[config.mk]
export PLATFORM = sky130hd
export DESIGN_NAME = eth_tx_sched
export DESIGN_NICKNAME = d
export VERILOG_FILES = /design/src/rtl/eth_pkg.sv /design/src/rtl/eth_arp_timer.sv /design/src/rtl/eth_tx_sched.sv
export SDC_FILE = /design/constraint.sdc
export NUM_CORES = 1
export LEC_CHECK = 0
export ABC_AREA = 1
export BUFFER_PORTS_ARGS = -buffer_cell sky130_fd_sc_hd__buf_2
export CAP_MARGIN = 10
export CELL_PAD_IN_SITES_DETAIL_PLACEMENT = 1
export CELL_PAD_IN_SITES_GLOBAL_PLACEMENT = 2
export CORE_ASPECT_RATIO = 0.8
export CORE_MARGIN = 2
export CORE_UTILIZATION = 26
export CTS_CLUSTER_SIZE = 10
export DETAILED_ROUTE_END_ITERATION = 6
export PLACE_DENSITY_LB_ADDON = 0.1
export SLEW_MARGIN = 5
export SYNTH_ARGS = -nofsm -noshare
export SYNTH_HDL_FRONTEND = slang
export SYNTH_SLANG_ARGS = --single-unit
[constraint.sdc]
create_clock -name clk -period 2.1 [get_ports clk]
set_clock_uncertainty 0.15 [all_clocks]
set_input_delay 0.105 -clock clk [delete_from_list [all_inputs] [get_ports clk]]
set_output_delay 0.105 -clock clk [all_outputs]
set_load 0.005 [all_outputs]
[src/rtl/eth_pkg.sv]
// Shared encodings for the Ethernet transmit scheduler: frame types, scheduler
// states and the broadcast MAC.
package eth_pkg;

  typedef enum logic [1:0] {
    TX_NONE    = 2'd0,
    TX_ARP_REQ = 2'd1,
    TX_ARP_RSP = 2'd2,
    TX_UDP     = 2'd3
  } tx_type_e;

  typedef enum logic [1:0] {
    IDLE      = 2'd0,
    ISSUE     = 2'd1,
    WAIT_DONE = 2'd2,
    WAIT_ARP  = 2'd3
  } sched_state_e;

  localparam logic [47:0] BCAST_MAC = 48'hFFFF_FFFF_FFFF;

endpackage

[src/rtl/eth_arp_timer.sv]
// ARP answer timeout counter plus retry counter. timeout_o fires on the last
// tick of a wait window; exhausted_o fires when that timeout uses up the final retry.
module eth_arp_timer #(
  parameter int unsigned Timeout = 125000,
  parameter int unsigned Retries = 3
) (
  input  logic clk_i,
  input  logic rst_i,
  input  logic clr_i,
  input  logic tick_i,
  input  logic retry_clr_i,
  output logic timeout_o,
  output logic exhausted_o
);

  localparam int unsigned CntW = (Timeout > 1) ? $clog2(Timeout) : 1;
  localparam int unsigned RetW = $clog2(Retries + 1);

  logic [CntW-1:0] cnt_q, cnt_d;
  logic [RetW-1:0] retry_q, retry_d;

  assign timeout_o   = tick_i && (cnt_q == CntW'(Timeout - 1));
  assign exhausted_o = timeout_o && (retry_q == RetW'(Retries - 1));

  always_comb begin
    cnt_d = cnt_q;
    if (clr_i || timeout_o) begin
      cnt_d = '0;
    end else if (tick_i) begin
      cnt_d = cnt_q + CntW'(1);
    end
  end

  always_comb begin
    retry_d = retry_q;
    if (retry_clr_i) begin
      retry_d = '0;
    end else if (timeout_o) begin
      retry_d = retry_q + RetW'(1);
    end
  end

  always_ff @(posedge clk_i) begin
    if (rst_i) begin
      cnt_q   <= '0;
      retry_q <= '0;
    end else begin
      cnt_q   <= cnt_d;
      retry_q <= retry_d;
    end
  end

endmodule

[src/rtl/eth_tx_sched.sv]
// Ethernet transmit scheduler: ARP resolution with retry, three-source frame
// arbitration onto the frame builder. Optional MAC ageing: ETH_TX_SCHED_CACHE_AGE_EN.
module eth_tx_sched
  import eth_pkg::*;
#(
  parameter logic [31:0] HOST_IP     = 32'h0A00_0021,
  parameter logic [31:0] CLIENT_IP   = 32'h0A00_0002,
  parameter int unsigned ARP_TIMEOUT = 125000,
  parameter int unsigned ARP_RETRIES = 3,
  parameter logic [31:0] CACHE_AGE   = 32'd125000000
) (
  input  logic        clk,
  input  logic        rst,
  input  logic        i_arp_req_rx,
  input  logic [47:0] i_arp_req_mac,
  input  logic [31:0] i_arp_req_ip,
  input  logic [31:0] i_arp_req_tip,
  input  logic        i_arp_rsp_rx,
  input  logic [47:0] i_arp_rsp_mac,
  input  logic [31:0] i_arp_rsp_ip,
  input  logic        i_udp_req,
  input  logic [9:0]  i_udp_len,
  output logic        o_udp_ack,
  output logic        o_tx_start,
  input  logic        i_tx_done,
  output logic [1:0]  o_tx_type,
  output logic [47:0] o_tx_mac,
  output logic [31:0] o_tx_ip,
  output logic [9:0]  o_tx_len,
  output logic [47:0] o_client_mac,
  output logic        o_mac_valid,
  output logic        o_arp_fail
);

  sched_state_e state_q, state_d;
  tx_type_e     type_q, type_d;
  logic [47:0]  mac_q, mac_d, pend_mac_q, pend_mac_d, cmac_q, cmac_d;
  logic [31:0]  ip_q, ip_d, pend_ip_q, pend_ip_d;
  logic [9:0]   len_q, len_d;
  logic         start_q, start_d, ack_q, ack_d, pend_q, pend_d;
  logic         valid_q, valid_d, fail_q, fail_d;
  logic         req_hit, rsp_hit, age_expire;
  logic         tmr_clr, tmr_tick, tmr_timeout, tmr_exhausted;

  assign req_hit  = i_arp_req_rx && (i_arp_req_tip == HOST_IP);
  assign rsp_hit  = i_arp_rsp_rx && (i_arp_rsp_ip == CLIENT_IP);
  assign tmr_tick = (state_q == WAIT_ARP) && !rsp_hit && !pend_q && !valid_q;

  eth_arp_timer #(
    .Timeout(ARP_TIMEOUT),
    .Retries(ARP_RETRIES)
  ) u_arp_timer (
    .clk_i      (clk),
    .rst_i      (rst),
    .clr_i      (tmr_clr),
    .tick_i     (tmr_tick),
    .retry_clr_i(rsp_hit),
    .timeout_o  (tmr_timeout),
    .exhausted_o(tmr_exhausted)
  );

`ifdef ETH_TX_SCHED_CACHE_AGE_EN
  logic [31:0] age_q, age_d;

  assign age_expire = valid_q && (age_q == CACHE_AGE - 32'd1);

  always_comb begin
    age_d = age_q;
    if (rsp_hit) begin
      age_d = '0;
    end else if (valid_q) begin
      age_d = age_q + 32'd1;
    end
  end

  always_ff @(posedge clk) begin
    if (rst) age_q <= '0;
    else     age_q <= age_d;
  end
`else
  logic unused_cache_age;
  assign age_expire       = 1'b0;
  assign unused_cache_age = ^CACHE_AGE;
`endif

  always_comb begin
    state_d    = state_q;
    type_d     = type_q;
    mac_d      = mac_q;
    ip_d       = ip_q;
    len_d      = len_q;
    start_d    = 1'b0;
    ack_d      = 1'b0;
    pend_d     = pend_q;
    pend_mac_d = pend_mac_q;
    pend_ip_d  = pend_ip_q;
    cmac_d     = cmac_q;
    valid_d    = valid_q;
    fail_d     = fail_q;
    tmr_clr    = 1'b0;

    // Capture first so a request arriving this cycle can win arbitration now.
    if (req_hit) begin
      pend_d     = 1'b1;
      pend_mac_d = i_arp_req_mac;
      pend_ip_d  = i_arp_req_ip;
    end

    unique case (state_q)
      IDLE: begin
        if (pend_d) begin
          type_d  = TX_ARP_RSP;
          mac_d   = pend_mac_d;
          ip_d    = pend_ip_d;
          len_d   = '0;
          pend_d  = 1'b0;
          start_d = 1'b1;
          state_d = ISSUE;
        end else if (i_udp_req && !valid_q && !fail_q) begin
          type_d  = TX_ARP_REQ;
          mac_d   = BCAST_MAC;
          ip_d    = CLIENT_IP;
          len_d   = '0;
          start_d = 1'b1;
          state_d = ISSUE;
        end else if (i_udp_req && valid_q) begin
          type_d  = TX_UDP;
          mac_d   = cmac_q;
          ip_d    = CLIENT_IP;
          len_d   = i_udp_len;
          start_d = 1'b1;
          ack_d   = 1'b1;
          state_d = ISSUE;
        end
      end
      ISSUE: state_d = WAIT_DONE;
      WAIT_DONE: begin
        if (i_tx_done) begin
          type_d = TX_NONE;
          if (type_q == TX_ARP_REQ) begin
            tmr_clr = 1'b1;
            state_d = WAIT_ARP;
          end else begin
            state_d = IDLE;
          end
        end
      end
      WAIT_ARP: begin
        if (rsp_hit || valid_q || pend_q) begin
          state_d = IDLE;
        end else if (tmr_timeout) begin
          if (tmr_exhausted) fail_d = 1'b1;
          state_d = IDLE;
        end
      end
      default: state_d = IDLE;
    endcase

    if (age_expire) valid_d = 1'b0;
    if (rsp_hit) begin
      cmac_d  = i_arp_rsp_mac;
      valid_d = 1'b1;
      fail_d  = 1'b0;
    end
  end

  always_ff @(posedge clk) begin
    if (rst) begin
      state_q    <= IDLE;
      type_q     <= TX_NONE;
      mac_q      <= '0;
      ip_q       <= '0;
      len_q      <= '0;
      start_q    <= 1'b0;
      ack_q      <= 1'b0;
      pend_q     <= 1'b0;
      pend_mac_q <= '0;
      pend_ip_q  <= '0;
      cmac_q     <= '0;
      valid_q    <= 1'b0;
      fail_q     <= 1'b0;
    end else begin
      state_q    <= state_d;
      type_q     <= type_d;
      mac_q      <= mac_d;
      ip_q       <= ip_d;
      len_q      <= len_d;
      start_q    <= start_d;
      ack_q      <= ack_d;
      pend_q     <= pend_d;
      pend_mac_q <= pend_mac_d;
      pend_ip_q  <= pend_ip_d;
      cmac_q     <= cmac_d;
      valid_q    <= valid_d;
      fail_q     <= fail_d;
    end
  end

  assign o_tx_start   = start_q;
  assign o_udp_ack    = ack_q;
  assign o_tx_type    = type_q;
  assign o_tx_mac     = mac_q;
  assign o_tx_ip      = ip_q;
  assign o_tx_len     = len_q;
  assign o_client_mac = cmac_q;
  assign o_mac_valid  = valid_q;
  assign o_arp_fail   = fail_q;

endmodule

Yosys cells after proc, flatten, opt, wreduce, memory -nomap -nowiden
Index checks and enable logic that the tools add are counted. W data, S select, Z words.

Add/subtract/negate cells: 2. Eq/ne operators: 11. Bitwise gates (word level): 2. Mux-type cells: 31. Reduce and logical (&&, ||, !) cells: 29.

Operators by type and width (number): $mux W48 (4); $mux W32 (4); $eq A32 B28 Y1 const B (2); $mux W10 (3); $mux W2 (11); $add A17 B1 Y17 const B (1); $eq A17 B17 Y1 const B (1); $logic_and A1 B1 Y1 (10); $pmux W2 S4 (1); $reduce_or A2 Y1 (4); $mux W1 (7); $eq A2 B2 Y1 const B (3); $reduce_and A3 Y1 (2); $eq A2 B1 Y1 const B (2); $logic_not A1 Y1 (4); $ne A4 B4 Y1 const B (1); $pmux W2 S2 (1); $reduce_and A4 Y1 (1); $reduce_or A4 Y1 (1); $logic_or A1 B1 Y1 (3); $ne A3 B1 Y1 const B (1); $reduce_bool A3 Y1 (1); $add A2 B1 Y2 const B (1); $logic_not A2 Y1 (1); 4 further kinds (5).

Word-level logic and storage cells: 90. Input bits: 208. Flip-flop bits (word level): 246. Output and inout bits: 144.

Logic depth before layout (Yosys ltp)
Gate-level depths: netlist (run 1).

Word-level depth: 10. Mapped depth: 14. Mapped depth without buffers: 12.

Modules after synthesis
Synthesis (run 1) repeated with hierarchy kept, for this count alone.

Cell total of the unflattened synthesis: 1478. Area, all modules: 10470.0 sq um.

By module, submodules not included: eth_tx_sched (instances 1, seq. area each 4544.4 sq um, area each 9430.3 sq um, cells an instance 1327); eth_arp_timer (instances 1, seq. area each 380.4 sq um, area each 1039.7 sq um, cells an instance 151).

Worst setup path after synthesis (run 1)
OpenSTA, ideal clock, no wires.

Path type: reg2reg. From: register u_arp_timer.cnt_q[0]. To: register u_arp_timer.cnt_q[15]. Data required time: 1.834 ns. Stages on the path, launching flop included: 8. Clock period less this slack: 1.816 ns. Path buffers: 1. Library setup time: 0.116 ns. Arrival time: 1.550 ns. Path slack: 0.284 ns. Cells stage by stage: dfxtp_1 ha_1 nand4_1 nor4_2 nand3_1 nand2_2 buf_4 a21oi_1.

Cells in the longest elaborated chain, start to end: 4. Elaborated cells on any way between the ends: 5. Classes of those cells: 1 x add/sub; 1 x eq/ne; 3 x reduce/logical.

Ends and longest elaborated chain: start, declared (line eth_arp_timer.sv:19) `logic [CntW-1:0] cnt_q, cnt_d;`; start signal, assigned (line eth_arp_timer.sv:48) `cnt_q <= cnt_d;`; parallel branches: the longest is 4 deep, another holds $add A17 B1 Y17.

Several ways; the timed one is not identified. A chain may end at the register's enable or synchronous reset.

Worst setup path in the final report (run 1)
From: register u_arp_timer.cnt_q[0]. To: register u_arp_timer.cnt_q[13].

The elaborated chain is that of the path after synthesis.

==> impl_metrics.ini, run 1 <==
[run_status]
outcome = finished clean

[sta]
finalCritPeriodShare_pct = 92.0
timing.final.ws_setup_ns = 0.168
rsz0062_at_grt = false
setup_violations = 0
hold_viol = 0
fmax_mhz = 518
period_needed_ns = 1.93
worst_slew_margin_rel_pct = 47.8
slew_violations = 0
worst_slew_pin_slew_ns = 0.782

[global_route]
grt_overflow = 0
grt_pass1_wl_um = 63500
grt_usage_pct = 19.0
grt_max_degree = 70
first_global_vias = 11624
antenna_found_initial = 2

[power]
ir_drop_v = 0.000656
cellPowerDensity_nw_per_um2 = 737
combPwrFrac_pct = 15.3
p_int_mw = 8.38
swShare_pct = 27.2
pwr-share-clk_pct = 40.9
power_mw = 11.5
p_seq_share_pct = 43.8
leakage_nw = 7.62
power_switching_mw = 3.13

[placement]
io_buffers = 351
place_worst_setup_slack_ns = -0.145
hpwlAfterDp_um = 28800
gp_congestion = 0.820

[route]
wl_per_cell_um = 15.6
wl_met1_um = 19100
top_layer = met5
dr.pass1.iters = 4
routed_wl_um = 40400
ant_nets = 0
drt_iter0_drc = 400
vias = 11217
route.met2.wl_um = 18700
drc = 0
wl_met3_um = 1630
viasPerCell = 4.34

[finish]
layout.nets = 2242
syn_to_final_growth_pct = 49.7
layout_commonest_cell = nand2_1
layout_common_cells = nand2_1 (454), buf_2 (350), dfxtp_1 (246), inv_1 (184), nor2_1 (176)
drive_above_1_share_pct = 22.9

[synth]
syn_area_um2 = 10400
yosysTopAreaCellShare_pct = 47.2
syn_inst = 1511
syn-mean-instance-area_um2 = 6.90
synth_nets = 1721
synth_top_cell_by_area = dfxtp_1
ys_ff_latch = 246
ys_seq_area_share_pct = 47.2
synth_area_leaders = dfxtp_1 (47%), nand2_1 (16%), inv_1 (6.7%)
ys_warn_count = 0
ys_types = 30

[min_path]
hold_class = input pin to flip-flop

[die]
io_pins = 352
dieWidth_um = 228
fp-row-count = 65
die_h_um = 183
start_util_pct = 26.4
die_area_um2 = 41700
core_um2 = 39500

[worst_setup_path]
cp.required_ns = 2.39
slowest_delay_ns = 0.38
endpoint_kind = flip-flop
cp_max_fo = 17
cp-start-kind = flip-flop
worstPathCellList = ha_1 > nand4_1 > nor4_4 > nand3_1 > nand2_2 > buf_12 > a21oi_1
path_class = flip-flop to flip-flop
arrival_ns = 2.22
cp_slowest_cell = nor4_4

[clock_tree]
post_cts_buffers = 0
insertion_delay_ns = 0.56
cts-root-buf = clkbuf_16
path_clk_slew_ns = 0.06
cts_buffer_depth = 3
numClockSinks = 246
htree_levels = 1
numCtsBuffers = 30
cts_tree = yes

[run]
cap_violations = 0
cells by family (layout without fill, tap and decap cells):
logic type	count (synthesis)	count (layout)	synth area share, %
fa+ha+maj	2	2	0.240
buf+inv	269	806	10.9
other cells	0	1	0
xor+xnor	15	15	1.26
compound gates	209	209	10.4
simple gates	770	770	29.9
flops	246	246	47.2
synthesized netlist by cell type (all sizes together):
| master | number |
|---|---|
| nand3 | 93 |
| clkinv | 1 |
| a21oi | 74 |
| nand3b | 3 |
| and3 | 1 |
| dfxtp | 246 |
| a21boi | 1 |
| nor2 | 179 |
| inv | 187 |
| xnor2 | 2 |
| o21ai | 133 |
| buf | 34 |
| nand4 | 25 |
| clkbuf | 47 |
| a31oi | 1 |
| xor2 | 13 |
| nand2 | 457 |
| ha | 2 |
| nor4 | 2 |
| nor3 | 10 |
final cells by class:
class	count	area, µm²
multi-input cells	996	4420
well taps	536	671
flip-flops and latches	246	4920
repair buffers	570	4020
fillers	5044	23900
clock inverters	3	26.3
inverters	188	707
clock buffers	45	837
diodes	1	2.50
state kept, by name, summed over array words and instances, names as in the netlist:
signal	cells
o_arp_fail	1
o_client_mac	48
o_mac_valid	1
o_tx_ip	32
o_tx_len	10
o_tx_mac	48
o_tx_start	1
o_tx_type	2
o_udp_ack	1
pend_ip_q	32
pend_mac_q	48
pend_q	1
state_q	2
u_arp_timer.cnt_q	17
u_arp_timer.retry_q	2
stage by stage:
step           std cells  utilization (%)  hold slack [ns]  area (µm²)  setup TNS (ns)
5_1_grt             2585             39.5            0.116       15600               0
6_report            2585             39.5           0.0353       15600               0
2_1_floorplan       1511                -           0.0863       10400               0
4_1_cts             2584             39.4           0.0255       15600               0
3_3_place_gp        2374             33.1            0.187       13100          -0.707
3_5_place_dp        2374             33.1            0.187       13100           -7.54
final timing paths:
path                                        endpoint  cells past startpoint                               from  slack (ns)
setup reg to reg  u_arp_timer.cnt_q[13]$_SDFFE_PP0P_                      7  u_arp_timer.cnt_q[0]$_SDFFE_PP0P_        0.17
setup / recovery  u_arp_timer.cnt_q[13]$_SDFFE_PP0P_                      7  u_arp_timer.cnt_q[0]$_SDFFE_PP0P_        0.17
hold / removal               pend_ip_q[1]$_SDFF_PP0_                      7                  i_arp_req_tip[30]        0.04
hold reg to reg             o_tx_ip[14]$_SDFFE_PP0P_                      2           o_tx_ip[14]$_SDFFE_PP0P_        0.29
power by group through the flow:
stage	Sequential (mW)	Combinational [mW]	Clock, mW
2_1_floorplan	5.14	0.690	0
3_3_place_gp	5.13	1.57	0
3_5_place_dp	5.13	1.58	0
4_1_cts	5.04	1.80	4.91
5_1_grt	5.06	1.96	5.13
6_report	5.04	1.76	4.71
critical path: cells and delay by family (launching register included):
family                     cells  cell delay, ns
AOI/OAI and AO/OA              1            0.05
DFF                            1            0.37
adders and majority gates      1            0.23
buffers and inverters          1            0.16
and+or+nand+nor                4            0.85
routing by layer:
metal	vias to the layer above	track usage, %
met4	2	4.71
li1	5726	-
met1	5261	25.0
met2	178	32.1
met3	50	3.50
met5	-	0
repair_timing:
item,in CTS,in global routing
hold endpoints to repair,241,0
gates resized for setup,0,6
setup endpoints to repair,0,18
hold buffers,162,0
Power figures use the tool's default switching activity.
==> run 2, diff against run 1 <==
- CORE_ASPECT_RATIO: 0.8 -> 0.6
==> run 2 against run 1 <==
Sequential share of layout area increased by 0.19 points. Worst hold slack got worse by 0.0043 ns. First-iteration DRC count down 4.0%. Core utilization hardly changed. Cell count shrank 0.93%. Wire length up 0.14%. Critical path depth increased by 1. Clock power down 0.8%.
==> impl_metrics.ini, run 2 (same netlist as run 1, synthesis figures left out) <==
[run_status]
outcome = finished clean

[clock_tree]
insertion_delay_ns = 0.56
cts_tree = yes
cts-root-buf = clkbuf_16
numCtsBuffers = 29
numClockSinks = 246
htree_levels = 1
cts_buffer_depth = 3
path_clk_slew_ns = 0.06

[die]
io_pins = 352
die_h_um = 159
start_util_pct = 26.5
die_area_um2 = 41800
core_um2 = 39300
dieWidth_um = 262
fp-row-count = 56

[route]
vias = 11176
drt_iter0_drc = 384
viasPerCell = 4.36
dr.pass1.iters = 4
ant_nets = 0
drc = 0
routed_wl_um = 40400
wl_per_cell_um = 15.8

[global_route]
grt_max_degree = 98
grt_usage_pct = 19.2
first_global_vias = 11744
grt_overflow = 0
antenna_found_initial = 1
grt_pass1_wl_um = 65100

[worst_setup_path]
cp-start-kind = flip-flop
cp_slowest_cell = dlygate4sd3_1
arrival_ns = 2.30
worstPathCellList = inv_1 > nand2_2 > buf_4 > nor2_2 > buf_4 > nand4_1 > dlygate4sd3_1 > nand2_1
cp_max_fo = 5
path_class = flip-flop to flip-flop
endpoint_kind = flip-flop
cp_common_cell = buf_4
cp.required_ns = 2.45
slowest_delay_ns = 0.58

[sta]
slew_violations = 0
worst_slew_margin_rel_pct = 58.2
setup_violations = 0
period_needed_ns = 1.95
setup_tns_ns = 0
timing.hold.ws_ns = 0.0310
finalCritPeriodShare_pct = 93.0
hold_viol = 0
fmax_mhz = 512
worst_slew_pin_slew_ns = 0.628
rsz0062_at_grt = false

[power]
ir_drop_v = 0.000502
leakage_nw = 7.59
power_mw = 11.5
cellPowerDensity_nw_per_um2 = 741

[placement]
gp_congestion = 0.834
io_buffers = 351
hpwlAfterDp_um = 29000
placed_area_um2 = 13000

[finish]
syn_to_final_growth_pct = 48.8
final_util_pct = 39.5
finalInstanceArea_um2 = 15500
layout_common_cells = nand2_1 (454), buf_2 (350), dfxtp_1 (246), inv_1 (185), nor2_1 (177)
layout_commonest_cell = nand2_1
layout.nets = 2241
drive_above_1_share_pct = 22.4

[run]
cap_violations = 0

[min_path]
hold_class = input pin to flip-flop
run 2: cell count changes in the layout (fill, tap and decap cells not counted), moves of 2 or more:
cell,change
clkbuf_1,-8
buf_4,-3
clkinv_2,-2
dlygate4sd3_1,+6
buf_12,-3
run 2: worst max-delay path, delay by kind of cell, from the launching register on:
kind	cells	cell delay, ns
DFF	1	0.35
and+or+nand+nor	4	0.35
buffers and inverters	4	1.04
run 2: final timing paths:
check,start,end,slack (ns),depth (start not counted)
hold / removal,i_arp_rsp_ip[22],u_arp_timer.retry_q[0]$_SDFFE_PP0P_,0.03,7
hold reg to reg,o_tx_ip[9]$_SDFFE_PP0P_,o_tx_ip[9]$_SDFFE_PP0P_,0.29,2
setup / recovery,pend_q$_SDFF_PP0_,o_tx_len[4]$_SDFFE_PP0P_,0.15,8
setup reg to reg,pend_q$_SDFF_PP0_,o_tx_len[4]$_SDFFE_PP0P_,0.15,8
run 2: layout make-up:
cell class | count | area [µm²]
fillers | 5001 | 23800
flip-flops and latches | 246 | 4920
multi-input cells | 996 | 4400
repair buffers | 570 | 4000
clock buffers | 36 | 782
inverters | 188 | 707
well taps | 522 | 653
clock inverters | 2 | 38.8
diodes | 1 | 2.50
run 2: layer usage:
metal | wire length, µm | GRT usage, %
met2 | 18500 | 32.1
met3 | 1320 | 3.03
met5 | 0 | 0
met1 | 19700 | 26.1
met4 | 865 | 4.34
run 2: stage by stage:
stage | setup WS [ns] | instances
global route | 0.00319 | 2561
detailed placement | 0.0775 | 2352
CTS | 0.0835 | 2558
global placement | 0.116 | 2352
finish | 0.146 | 2561
floorplan | 0.284 | 1511
run 2: report_power, final:
group	switching [mW]	leakage (nW)	total, mW	internal, mW
clock network	1.98	0.402	4.67	2.69
registers	0.128	1.99	5.03	4.90
logic	1.03	5.20	1.80	0.773
total	3.14	7.59	11.5	8.36
run 2: repair_timing:
item / in CTS / in global routing
setup endpoints to repair: 0 / 55
hold buffers: 168 / 0
gates resized for setup: 0 / 2
setup buffers: 0 / 2
hold endpoints to repair: 242 / 0
==> run 3, diff against run 2 <==
==> constraint.sdc (replaced) <==
create_clock -name clk -period 2.1 [get_ports clk]
set_clock_uncertainty 0.15 [all_clocks]
set_input_delay 0.21 -clock clk [delete_from_list [all_inputs] [get_ports clk]]
set_output_delay 0.21 -clock clk [all_outputs]
set_load 0.005 [all_outputs]
==> run 3 against run 2 <==
Power decreased by 1.4%. Die area unchanged. Wire length increased by 0.48%. Worst setup slack got worse by 0.041 ns. Maximum frequency decreased by 2.0%. Combinational power about the same. Register-to-register slack got worse by 0.04 ns. Clock-buffer cell count decreased by 3. Highest routed layer unchanged. Sequential share of layout area increased by 0.16 points. Cell area decreased by 0.52%.
==> impl_metrics.ini, run 3 (same netlist as run 1, synthesis figures left out) <==
[run_status]
outcome = finished clean

[clock_tree]
cts_tree = yes
insertion_delay_ns = 0.56
path_clk_slew_ns = 0.06
cts_buffer_depth = 3
htree_levels = 1
numCtsBuffers = 29
cts-root-buf = clkbuf_16
numClockSinks = 246

[global_route]
first_global_vias = 11505
grt_pass1_wl_um = 64800
grt_max_degree = 59
antenna_found_initial = 0
grt_usage_pct = 19.2
grt_overflow = 0

[worst_setup_path]
cp_max_fo = 4
slowest_delay_ns = 0.37
rr_worst_depth = 8
worstPathCellList = ha_1 > buf_4 > inv_1 > nor2_1 > nand4_1 > xor2_1 > nand3_1 > a21oi_1
cp_slowest_cell = dfxtp_1
cp.required_ns = 2.44
critical_path_cell_count = 8
crit_buf_inv = 2
arrival_ns = 2.33
cp-start-kind = flip-flop
endpoint_kind = flip-flop
crit_family = simple AND/OR/NAND/NOR gates
path_class = flip-flop to flip-flop

[route]
ant_nets = 0
drt_iter0_drc = 423
vias = 11171
dr.pass1.iters = 4
routed_wl_um = 40600
wl_per_cell_um = 15.9
drc = 0
viasPerCell = 4.37

[sta]
fmax_mhz = 501
finalCritPeriodShare_pct = 95.0
setup_violations = 0
period_needed_ns = 1.99
worst_slew_margin_rel_pct = 53.8
timing.final.ws_setup_ns = 0.105
worst_slew_pin_slew_ns = 0.692
rsz0062_at_grt = false
hold_viol = 0
slew_violations = 0

[die]
die_h_um = 159
io_pins = 352
die_area_um2 = 41800
start_util_pct = 26.5
dieWidth_um = 262
fp-row-count = 56
core_um2 = 39300

[power]
ir_drop_v = 0.000511
leakage_nw = 7.51
power_mw = 11.3
cellPowerDensity_nw_per_um2 = 735

[min_path]
hold_class = input pin to flip-flop
min_path_cells = 7

[finish]
syn_to_final_growth_pct = 48.0
fill_cells = 4960
final_util_pct = 39.3
layout.nets = 2240
layout_common_cells = nand2_1 (454), buf_2 (350), dfxtp_1 (246), inv_1 (184), nor2_1 (178)
drive_above_1_share_pct = 23.1
layout_commonest_cell = nand2_1

[placement]
place_worst_setup_slack_ns = -0.0173
hpwlAfterDp_um = 29300
gp_congestion = 0.858
io_buffers = 351

[run]
cap_violations = 0
## run 3: through the flow
| stage | setup TNS (ns) | instances | hold WS [ns] | cell area, µm² |
|---|---|---|---|---|
| 3_3_place_gp | -0.141 | 2368 | 0.275 | 13100 |
| 6_report | 0 | 2558 | 0.131 | 15400 |
| 2_1_floorplan | 0 | 1511 | 0.191 | 10400 |
| 4_1_cts | 0 | 2556 | 0.127 | 15400 |
| 5_1_grt | 0 | 2557 | 0.156 | 15400 |
| 3_5_place_dp | -0.0379 | 2368 | 0.278 | 13100 |
## run 3: path summary, 6_finish.rpt
check | endpoint | from | slack, ns
hold reg to reg | o_tx_ip[9]$_SDFFE_PP0P_ | o_tx_ip[9]$_SDFFE_PP0P_ | 0.29
hold / removal | o_client_mac[3]$_SDFFE_PP0P_ | i_arp_rsp_ip[31] | 0.13
setup / recovery | u_arp_timer.cnt_q[16]$_SDFFE_PP0P_ | u_arp_timer.cnt_q[0]$_SDFFE_PP0P_ | 0.11
setup reg to reg | u_arp_timer.cnt_q[16]$_SDFFE_PP0P_ | u_arp_timer.cnt_q[0]$_SDFFE_PP0P_ | 0.11
## run 3: per-layer routing
metal  GRT usage, %  part of all wire, %
met5              0                    0
met4           3.61                  1.6
met3           3.19                  3.4
met2           31.5                   45
met1           26.7                   50
## run 3: tightest hold or removal path: stages
cell     delay [ns]
buf_2          0.08
nor2_1         0.05
nand2_1        0.06
nor2_1         0.06
nand3_4        0.11
o21ai_0        0.11
a21oi_1        0.12
## run 3: what timing repair did
action                                  in CTS  in global routing
hold buffers                               152                  0
buffers inserted                             0                  1
endpoints found under the hold margin      240                  0
endpoints found under the setup margin       0                 11
gates resized for setup                      0                  3
## run 3: layout make-up
type                    instances  area, µm²  area share [%]
flip-flops and latches        246       4920            31.9
multi-input cells             996       4410            28.6
repair buffers                569       3960            25.7
clock buffers                  33        751            4.87
inverters                     188        707            4.58
well taps                     522        653            4.23
clock inverters                 3       22.5           0.146
diodes                          1       2.50          0.0162
## run 3: power breakdown
group | internal (mW) | switching (mW)
Combinational | 0.792 | 1.03
Sequential | 4.90 | 0.131
Clock | 2.49 | 2.00
Total | 8.18 | 3.16
